### config.mk
export PLATFORM = sky130hd
export DESIGN_NAME = noc_port_demux
export DESIGN_NICKNAME = d
export VERILOG_FILES = /design/src/rtl/noc_port_demux.sv
export SDC_FILE = /design/constraint.sdc
export NUM_CORES = 1
export LEC_CHECK = 0
export ABC_AREA = 1
export ABC_CLOCK_PERIOD_IN_PS = 2550
export CAP_MARGIN = 20
export CELL_PAD_IN_SITES_DETAIL_PLACEMENT = 1
export CELL_PAD_IN_SITES_GLOBAL_PLACEMENT = 1
export CORE_ASPECT_RATIO = 0.5
export CORE_UTILIZATION = 43
export DETAILED_ROUTE_END_ITERATION = 7
export GPL_TIMING_DRIVEN = 0
export PLACE_DENSITY_LB_ADDON = 0.1
export SLEW_MARGIN = 0
export SYNTH_ARGS = -nofsm -noshare
export SYNTH_HDL_FRONTEND = slang
export SYNTH_SLANG_ARGS = --single-unit
### constraint.sdc
create_clock -name clk -period 2.55 [get_ports clk]
set_input_delay 0.3825 -clock clk [delete_from_list [all_inputs] [get_ports clk]]
set_output_delay 0.3825 -clock clk [all_outputs]
set_load 0.05 [all_outputs]
### src/rtl/noc_port_demux.sv
// Direction demux: steers 40-bit packets into X/Y/Local show-ahead FIFOs,
// discarding and counting packets that carry the null direction code.
module noc_port_demux #(
  parameter int unsigned DEPTH = 4,
  parameter int unsigned CNT_W = 8
) (
  input  logic                       clk,
  input  logic                       rst_n,
  input  logic                       in_valid,
  output logic                       in_ready,
  input  logic [39:0]                in_pkt,
  input  logic [1:0]                 in_dir,
  output logic                       x_valid,
  input  logic                       x_ready,
  output logic [39:0]                x_pkt,
  output logic                       y_valid,
  input  logic                       y_ready,
  output logic [39:0]                y_pkt,
  output logic                       l_valid,
  input  logic                       l_ready,
  output logic [39:0]                l_pkt,
  output logic [$clog2(DEPTH):0]     x_cnt,
  output logic [$clog2(DEPTH):0]     y_cnt,
  output logic [$clog2(DEPTH):0]     l_cnt,
  output logic [CNT_W-1:0]           drop_cnt
);

  localparam int unsigned PtrW     = $clog2(DEPTH);
  localparam int unsigned OccW     = PtrW + 1;
  localparam int unsigned NumPorts = 3;

  // Port index: 0 = X, 1 = Y, 2 = Local
  logic [39:0]      mem_q  [NumPorts][DEPTH];
  logic [39:0]      mem_d  [NumPorts][DEPTH];
  logic [PtrW-1:0]  wptr_q [NumPorts];
  logic [PtrW-1:0]  wptr_d [NumPorts];
  logic [PtrW-1:0]  rptr_q [NumPorts];
  logic [PtrW-1:0]  rptr_d [NumPorts];
  logic [OccW-1:0]  occ_q  [NumPorts];
  logic [OccW-1:0]  occ_d  [NumPorts];
  logic [39:0]      head   [NumPorts];
  logic [CNT_W-1:0] drop_q, drop_d;

  logic [NumPorts-1:0] full;
  logic [NumPorts-1:0] nonempty;
  logic [NumPorts-1:0] port_ready;
  logic [NumPorts-1:0] push;
  logic [NumPorts-1:0] pop;
  logic                accept;

  assign port_ready = {l_ready, y_ready, x_ready};

  always_comb begin
    for (int p = 0; p < NumPorts; p++) begin
      full[p]     = (occ_q[p] == OccW'(DEPTH));
      nonempty[p] = (occ_q[p] != '0);
      pop[p]      = nonempty[p] & port_ready[p];
      head[p]     = nonempty[p] ? mem_q[p][rptr_q[p]] : 40'h0;
    end
  end

  // Full check ignores same-cycle pops: no pass-through when full.
  always_comb begin
    in_ready = 1'b1;
    unique case (in_dir)
      2'b01:   in_ready = ~full[0];
      2'b10:   in_ready = ~full[1];
      2'b11:   in_ready = ~full[2];
      default: in_ready = 1'b1;
    endcase
  end

  assign accept = in_valid & in_ready;

  always_comb begin
    push = '0;
    unique case (in_dir)
      2'b01:   push[0] = accept;
      2'b10:   push[1] = accept;
      2'b11:   push[2] = accept;
      default: push = '0;
    endcase
  end

  always_comb begin
    mem_d = mem_q;
    for (int p = 0; p < NumPorts; p++) begin
      wptr_d[p] = wptr_q[p];
      rptr_d[p] = rptr_q[p];
      occ_d[p]  = occ_q[p];
      if (push[p]) begin
        mem_d[p][wptr_q[p]] = in_pkt;
        wptr_d[p]           = wptr_q[p] + PtrW'(1);
      end
      if (pop[p]) begin
        rptr_d[p] = rptr_q[p] + PtrW'(1);
      end
      unique case ({push[p], pop[p]})
        2'b10:   occ_d[p] = occ_q[p] + OccW'(1);
        2'b01:   occ_d[p] = occ_q[p] - OccW'(1);
        default: occ_d[p] = occ_q[p];
      endcase
    end
  end

  always_comb begin
    drop_d = drop_q;
    if (accept && (in_dir == 2'b00) && (drop_q != '1)) begin
      drop_d = drop_q + CNT_W'(1);
    end
  end

  always_ff @(posedge clk or negedge rst_n) begin
    if (!rst_n) begin
      for (int p = 0; p < NumPorts; p++) begin
        wptr_q[p] <= '0;
        rptr_q[p] <= '0;
        occ_q[p]  <= '0;
        for (int e = 0; e < DEPTH; e++) begin
          mem_q[p][e] <= 40'h0;
        end
      end
      drop_q <= '0;
    end else begin
      mem_q  <= mem_d;
      wptr_q <= wptr_d;
      rptr_q <= rptr_d;
      occ_q  <= occ_d;
      drop_q <= drop_d;
    end
  end

  assign x_valid  = nonempty[0];
  assign y_valid  = nonempty[1];
  assign l_valid  = nonempty[2];
  assign x_pkt    = head[0];
  assign y_pkt    = head[1];
  assign l_pkt    = head[2];
  assign x_cnt    = occ_q[0];
  assign y_cnt    = occ_q[1];
  assign l_cnt    = occ_q[2];
  assign drop_cnt = drop_q;

endmodule

==> results.cfg, run 1 <==
[die]
io_pins = 189
start_util_pct = 43.97
fp.dieW_um = 335.2
die_h_um = 168.6
core_mm2 = 0.05428
placementRows = 60
die_area_mm2 = 0.05651

[sta]
relSlewSlack_pct = 38.97
timing.final.max_slew_violations = 0
fmax_mhz = 385.9
setup_tns_ps = -83.64
worst_pin_slew_ps = 915.4
skew_ps = 20.47
finalCritPeriodShare_pct = 101.6
fin_ws_ps = -41.33
finalHoldViolations = 0
fin_crit_ps = 2591
setup_viol_count_final = 7
rsz0062_at_grt = true

[logic_synthesis]
avgSynthCellArea_um2 = 7.428
yosysTopAreaCell = dfrtp_1
synthesis.area_mm2 = 0.02387
synthTopCellsByCount = nand2_1 (1,475), dfrtp_1 (509), nor2_1 (495)
synth_cells = 3213
synth_ff_type = dfrtp_1
ys_warn_count = 0
synth_seq_cells = 509
synth-edff-count = 0
ys_seq_area_share_pct = 53.37
synthesis.nets = 3280
yosysTopAreaCellShare_pct = 53.37
synthTopCellsByArea = dfrtp_1 (53%), nand2_1 (23%), nor2_1 (7.8%), o21ai_0 (5.3%), a21oi_1 (2.6%)
synth.most_common_cell = nand2_1
synth.distinct_cells = 23
async_reset_ff_share_pct = 100.0

[power_and_ir_drop]
power_density_mw_per_mm2 = 1599
ir_worst_vdd_v = 0.001203
p_leak_uw = 0.01528

[place]
place_ws_ps = -1178
dp_hpwl_um = 58450
gp_congestion = 0.8793
port_buffers = 187
dp_cells = 4148

[setup_path]
cp-start-kind = flop
max_stage_delay_ps = 490
cp.required_ps = 2170
critPathSlowestCell = dfrtp_2
crit_type = flop to output pin
path_max_fanout = 10
end_kind = output pin
crit_arrival_ps = 2210
r2r_slack_ps = 60
cp-startpoint = rptr_q[5]$_DFFE_PN0P_
reg2reg_from = l_cnt[1]$_DFFE_PN0P_
endpoint = x_pkt[30]
worstPathCellList = clkinvlp_4 > buf_6 > buf_8 > nor2_2 > o21ai_0 > a21oi_1 > buf_4
r2r_cells = 11
r2r_end = x_cnt[2]$_DFFE_PN0P_

[route]
vias_per_cell = 5.289
drc = 0
postRouteAntennaNets = 0
wire_per_inst_um = 20.48
routed.top_layer = met5
wl_met1_um = 37650
drt-total-wl_um = 87320
dr_total_vias = 22550
first_pass_iters = 5
wl_met2_um = 41470
dr_wl_met3_um = 5942
drtIter0Drc = 2055

[cts]
cts_sinks = 509
root_buffer = clkbuf_16
clock_latency_ps = 600
clock_path_buffers = 3
clkTransAtPathRegs_ps = 70
cts_tree = built
cts_buffers = 48
htree_levels = 2

[status]
status = complete, but fails checks
violations = setup timing

[grt]
grt_max_degree = 111
grt_usage_pct = 30.89
grt-ovfl-total = 0
grt_pass1_vias = 23670
antenna_found_initial = 3
grt_pass1_wl_um = 135100

[finish]
fill_cells = 6702
final_util_pct = 54.39
instances_no_fill = 4263
area_growth_pct = 23.70
drive_above_1_share_pct = 14.76
nets = 3550

[min_path]
hold_class = input port to flop

[job]
maxCapViolations = 0
==> worst min path at each step <==
| stage | start | to | slack [ps] | depth (start not counted) |
|---|---|---|---|---|
| final | in_valid | wptr_q[1]$_DFFE_PN0P_ | 370 | 3 |
| after global routing | in_pkt[20] | mem_q[380]$_DFFE_PN0P_ | 400 | 3 |
| after CTS | in_valid | wptr_q[0]$_DFFE_PN0P_ | 370 | 3 |
| after detailed placement | mem_q[90]$_DFFE_PN0P_ | mem_q[90]$_DFFE_PN0P_ | 460 | 2 |
| after global placement | mem_q[412]$_DFFE_PN0P_ | mem_q[412]$_DFFE_PN0P_ | 460 | 2 |
| after floorplan | rst_n | drop_cnt[0]$_DFFE_PN0P_ | 90 | 0 |
==> worst max-delay path, delay by kind of cell (launching register included) <==
family	cells	cell delay [ps]
buffers and inverters	4	700
AO/OA/AOI/OAI	2	330
flip-flops	1	490
AND/OR/NAND/NOR	1	90
==> cell type report <==
cell class	count	area, um2	area share, %
Multi-Input combinational cell	2419	10280	34.84
Buffer	220	1503	5.090
Tap cell	744	930.9	3.153
Timing Repair Buffer	229	2200	7.451
Antenna cell	2	5.005	0.01695
Sequential cell	509	12750	43.19
Clock buffer	71	1429	4.840
Inverter	56	249.0	0.8434
Clock inverter	13	171.4	0.5806
==> stage by stage <==
stage / hold WS, ps / instance area [um2] / total power [uW]
after floorplan: 86.91 / 23870 / 28800
after global placement: 455.7 / 26670 / 36660
after detailed placement: 460.0 / 26780 / 37210
after CTS: 366.8 / 29000 / 46140
after global routing: 403.2 / 29520 / 49770
final: 374.3 / 29520 / 47220
==> metal layers <==
| layer | vias to the layer above | global-route usage (%) |
|---|---|---|
| li1 | 10420 | - |
| met1 | 11370 | 40.96 |
| met2 | 599 | 50.69 |
| met3 | 154 | 7.034 |
| met4 | 4 | 9.033 |
| met5 | - | 0 |
==> where the power goes <==
group          leakage (uW)  switching, uW  internal, uW  total [uW]
logic               0.00798          17300          8580       25900
registers           0.00651           2170         11600       13700
clock network      0.000790           3330          4280        7610
total                0.0153          22800         24400       47200
==> layout by cell type (no fill, tap or decap), types with 3 or more instances in the layout <==
master	Yosys	final
nor2_4	0	9
xor2_1	12	12
dfrtp_1	509	499
bufinv_16	0	4
buf_2	84	99
o21ai_1	1	66
fa_1	3	3
nor2_1	495	456
nand4_1	12	12
clkbuf_8	0	23
nor2_2	13	43
clkdlybuf4s50_1	0	64
buf_6	0	38
nand2_1	1475	1472
clkinv_2	0	7
a21oi_4	0	3
buf_16	0	6
buf_12	0	7
dfrtp_2	0	10
clkbuf_1	117	64
a21oi_2	0	28
nand3_4	3	4
clkinvlp_4	0	6
a21oi_1	124	93
nand3_1	4	4
clkbuf_16	0	55
nand2_2	0	3
o21ai_0	252	179
xnor2_1	6	6
o21ai_2	0	7
buf_4	1	127
inv_1	54	47
ha_1	16	16
buf_8	0	14
clkbuf_4	0	19
==> flip-flops by register name, indices dropped and copies added, names as in the netlist <==
register and cells:
drop_cnt 8, x_cnt 3, y_cnt 3, l_cnt 3, rptr_q 6, wptr_q 6
mem_q 480
==> cells by family (layout without fill, tap and decap cells) <==
logic type,Yosys count,in the layout,synth area share (%)
adder cells (fa/ha/maj),19,19,1.090
AO/OA/AOI/OAI,378,378,7.932
buffers and inverters,285,589,4.938
other,0,2,0
flip-flops,509,509,53.37
AND/OR/NAND/NOR,2004,2004,32.01
XOR/XNOR,18,18,0.6605
==> repair_timing <==
action                                  in CTS  in global routing
endpoints found under the setup margin     124                196
endpoints found under the hold margin      104                  0
gates cloned                                 2                  3
buffers inserted                            16                 16
hold buffers                                 1                  0
resized for setup                         1026                179
pin swaps                                   27                 36
(Power assumes the default switching activity.)
==> run 2: changes to the inputs <==
--- a/config.mk
+++ b/config.mk
@@ -11,8 +11,9 @@
 export CELL_PAD_IN_SITES_DETAIL_PLACEMENT = 1
 export CELL_PAD_IN_SITES_GLOBAL_PLACEMENT = 1
 export CORE_ASPECT_RATIO = 0.5
-export CORE_UTILIZATION = 43
+export CORE_UTILIZATION = 47
 export DETAILED_ROUTE_END_ITERATION = 7
+export DONT_BUFFER_PORTS = 1
 export GPL_TIMING_DRIVEN = 0
 export PLACE_DENSITY_LB_ADDON = 0.1
 export SLEW_MARGIN = 0
==> run 2 against run 1 <==
  * The flow finishes with violations (hold timing, slew limit, setup timing)
  * Power increased by 3.8%
  * Highest routed layer is now met4
  * Critical path type unchanged
  * Largest power group unchanged
  * Fmax decreased by 4.5%
  * Sequential cell count unchanged
==> results.cfg, run 2 (synthesis results as in run 1) <==
[finish]
fill_cells = 5907
final_common_cell = nand2_1
nets = 3439
top_register = mem_q
largest_register_ffs = 480
final_cell_mix = nand2_1 (1,470), dfrtp_1 (494), nor2_1 (453)
final_cell_area_mm2 = 0.03008
drive_above_1_share_pct = 16.39
area_growth_pct = 26.01

[power_and_ir_drop]
power_frac_clock_pct = 14.9
p_switching_uw = 24950
ir_worst_vdd_v = 0.0007592
p_sw_share_pct = 50.91
power_density_mw_per_mm2 = 1629
p_leak_uw = 0.01494
p_comb_share_pct = 55.6
p_int_uw = 24050
seqPwrFrac_pct = 29.5

[sta]
hold_ws_ps = -516.4
timing.final.max_slew_violations = 133
setup_viol_count_final = 116
setup_tns_ps = -8128
fmax_mhz = 368.7
fin_ws_ps = -162.3
rsz0062_at_grt = true
fin_crit_ps = 2712
finalHoldViolations = 509
relSlewSlack_pct = -14.01
worst_pin_slew_ps = 1710
finalCritPeriodShare_pct = 106.4
skew_ps = 21.94

[place]
dpl_cell_area_mm2 = 0.02487
place_ws_ps = -873.1
dp_hpwl_um = 55990
port_buffers = 0
gp_congestion = 0.8671

[grt]
grt-ovfl-total = 0
grt_max_degree = 510
grt_pass1_wl_um = 139100
grt_usage_pct = 35.07
antenna_found_initial = 3
grt_pass1_vias = 23990

[die]
core_mm2 = 0.04928
start_util_pct = 48.43
fp.dieW_um = 320.7
io_pins = 189
die_h_um = 161.3
placementRows = 57
die_area_mm2 = 0.05174

[route]
drtIter0Drc = 2420
drc = 0
dr_total_vias = 23080
drt-total-wl_um = 94150
postRouteAntennaNets = 0
first_pass_iters = 6
vias_per_cell = 5.650
wire_per_inst_um = 23.04

[setup_path]
crit_arrival_ps = 2330
reg2reg_from = l_cnt[0]$_DFFE_PN0P_
cp.required_ps = 2170
end_kind = output pin
crit_type = flop to output pin
cp-startpoint = rptr_q[0]$_DFFE_PN0P_
path_max_fanout = 10
cp-start-kind = flop

[cts]
hold_buffers = 40
clock_path_buffers = 3
htree_levels = 2
cts_buffers = 47
clkTransAtPathRegs_ps = 70
clock_latency_ps = 610
root_buffer = clkbuf_16
cts_tree = built
cts_sinks = 509

[min_path]
hold_class = input port to async pin

[status]
status = complete, but fails checks
violations = hold timing, slew limit, setup timing

[job]
maxCapViolations = 0
==> run 2: final cells by class <==
| type | count | area, um2 | area share [%] |
|---|---|---|---|
| buffer | 221 | 1574 | 5.234 |
| sequential | 509 | 12770 | 42.46 |
| multi-input combinational | 2419 | 11720 | 38.95 |
| antenna | 3 | 7.507 | 0.02496 |
| tap | 678 | 848.3 | 2.821 |
| timing repair buffer | 118 | 1389 | 4.618 |
| clock buffer | 77 | 1461 | 4.859 |
| clock inverter | 5 | 50.05 | 0.1664 |
| inverter | 56 | 259.0 | 0.8612 |
==> run 2: power groups by stage <==
stage / clock network [uW] / registers [uW] / logic, uW
2_1_floorplan: 0 / 13400 / 15400
4_1_cts: 7280 / 14200 / 25000
5_1_grt: 7620 / 14800 / 28700
3_5_place_dp: 0 / 14000 / 19800
6_report: 7310 / 14500 / 27200
3_3_place_gp: 0 / 13800 / 18800
==> run 2: worst paths after layout <==
| path | end | slack [ps] | cells past startpoint |
|---|---|---|---|
| worst max-delay path | l_pkt[27] | -160 | 6 |
| worst max register to register | x_cnt[2]$_DFFE_PN0P_ | -160 | 11 |
| min in group clk | rptr_q[0]$_DFFE_PN0P_ | 120 | 3 |
| max in group asynchronous | l_cnt[0]$_DFFE_PN0P_ | 1480 | 0 |
| worst min register to register | mem_q[195]$_DFFE_PN0P_ | 480 | 2 |
| worst min-delay path | mem_q[364]$_DFFE_PN0P_ | -520 | 0 |
==> run 2: repair_timing <==
item	in CTS	in global routing
pin swaps	71	90
setup buffers	28	19
setup endpoints to repair	539	548
cloned	10	4
gates resized for setup	582	230
endpoints found under the hold margin	589	509
==> run 2: through the flow <==
step / total power [uW] / cells / utilization (%)
after floorplan: 28800 / 3213 / -
after global placement: 32640 / 3891 / 50.15
after detailed placement: 33760 / 3909 / 50.46
after CTS: 46500 / 4063 / 59.49
after global routing: 51060 / 4084 / 61.02
final: 49000 / 4086 / 61.03
==> run 2: worst max-delay path, stage by stage, from the launching register on <==
cell      delay, ps
dfrtp_4         530
buf_12          180
clkinv_8        110
clkbuf_4        210
o21ai_0         400
a21oi_4         110
buf_6           170
==> run 2: metal layers <==
layer | wire length, um | vias to the layer above | part of all wire [%] | GRT usage [%]
met5 | 0 | - | 0 | 0
met4 | 3267 | 0 | 3.5 | 11.59
met3 | 7426 | 224 | 7.9 | 8.301
met2 | 44810 | 851 | 48 | 58.22
met1 | 38640 | 11800 | 41 | 45.34
li1 | - | 10210 | - | -
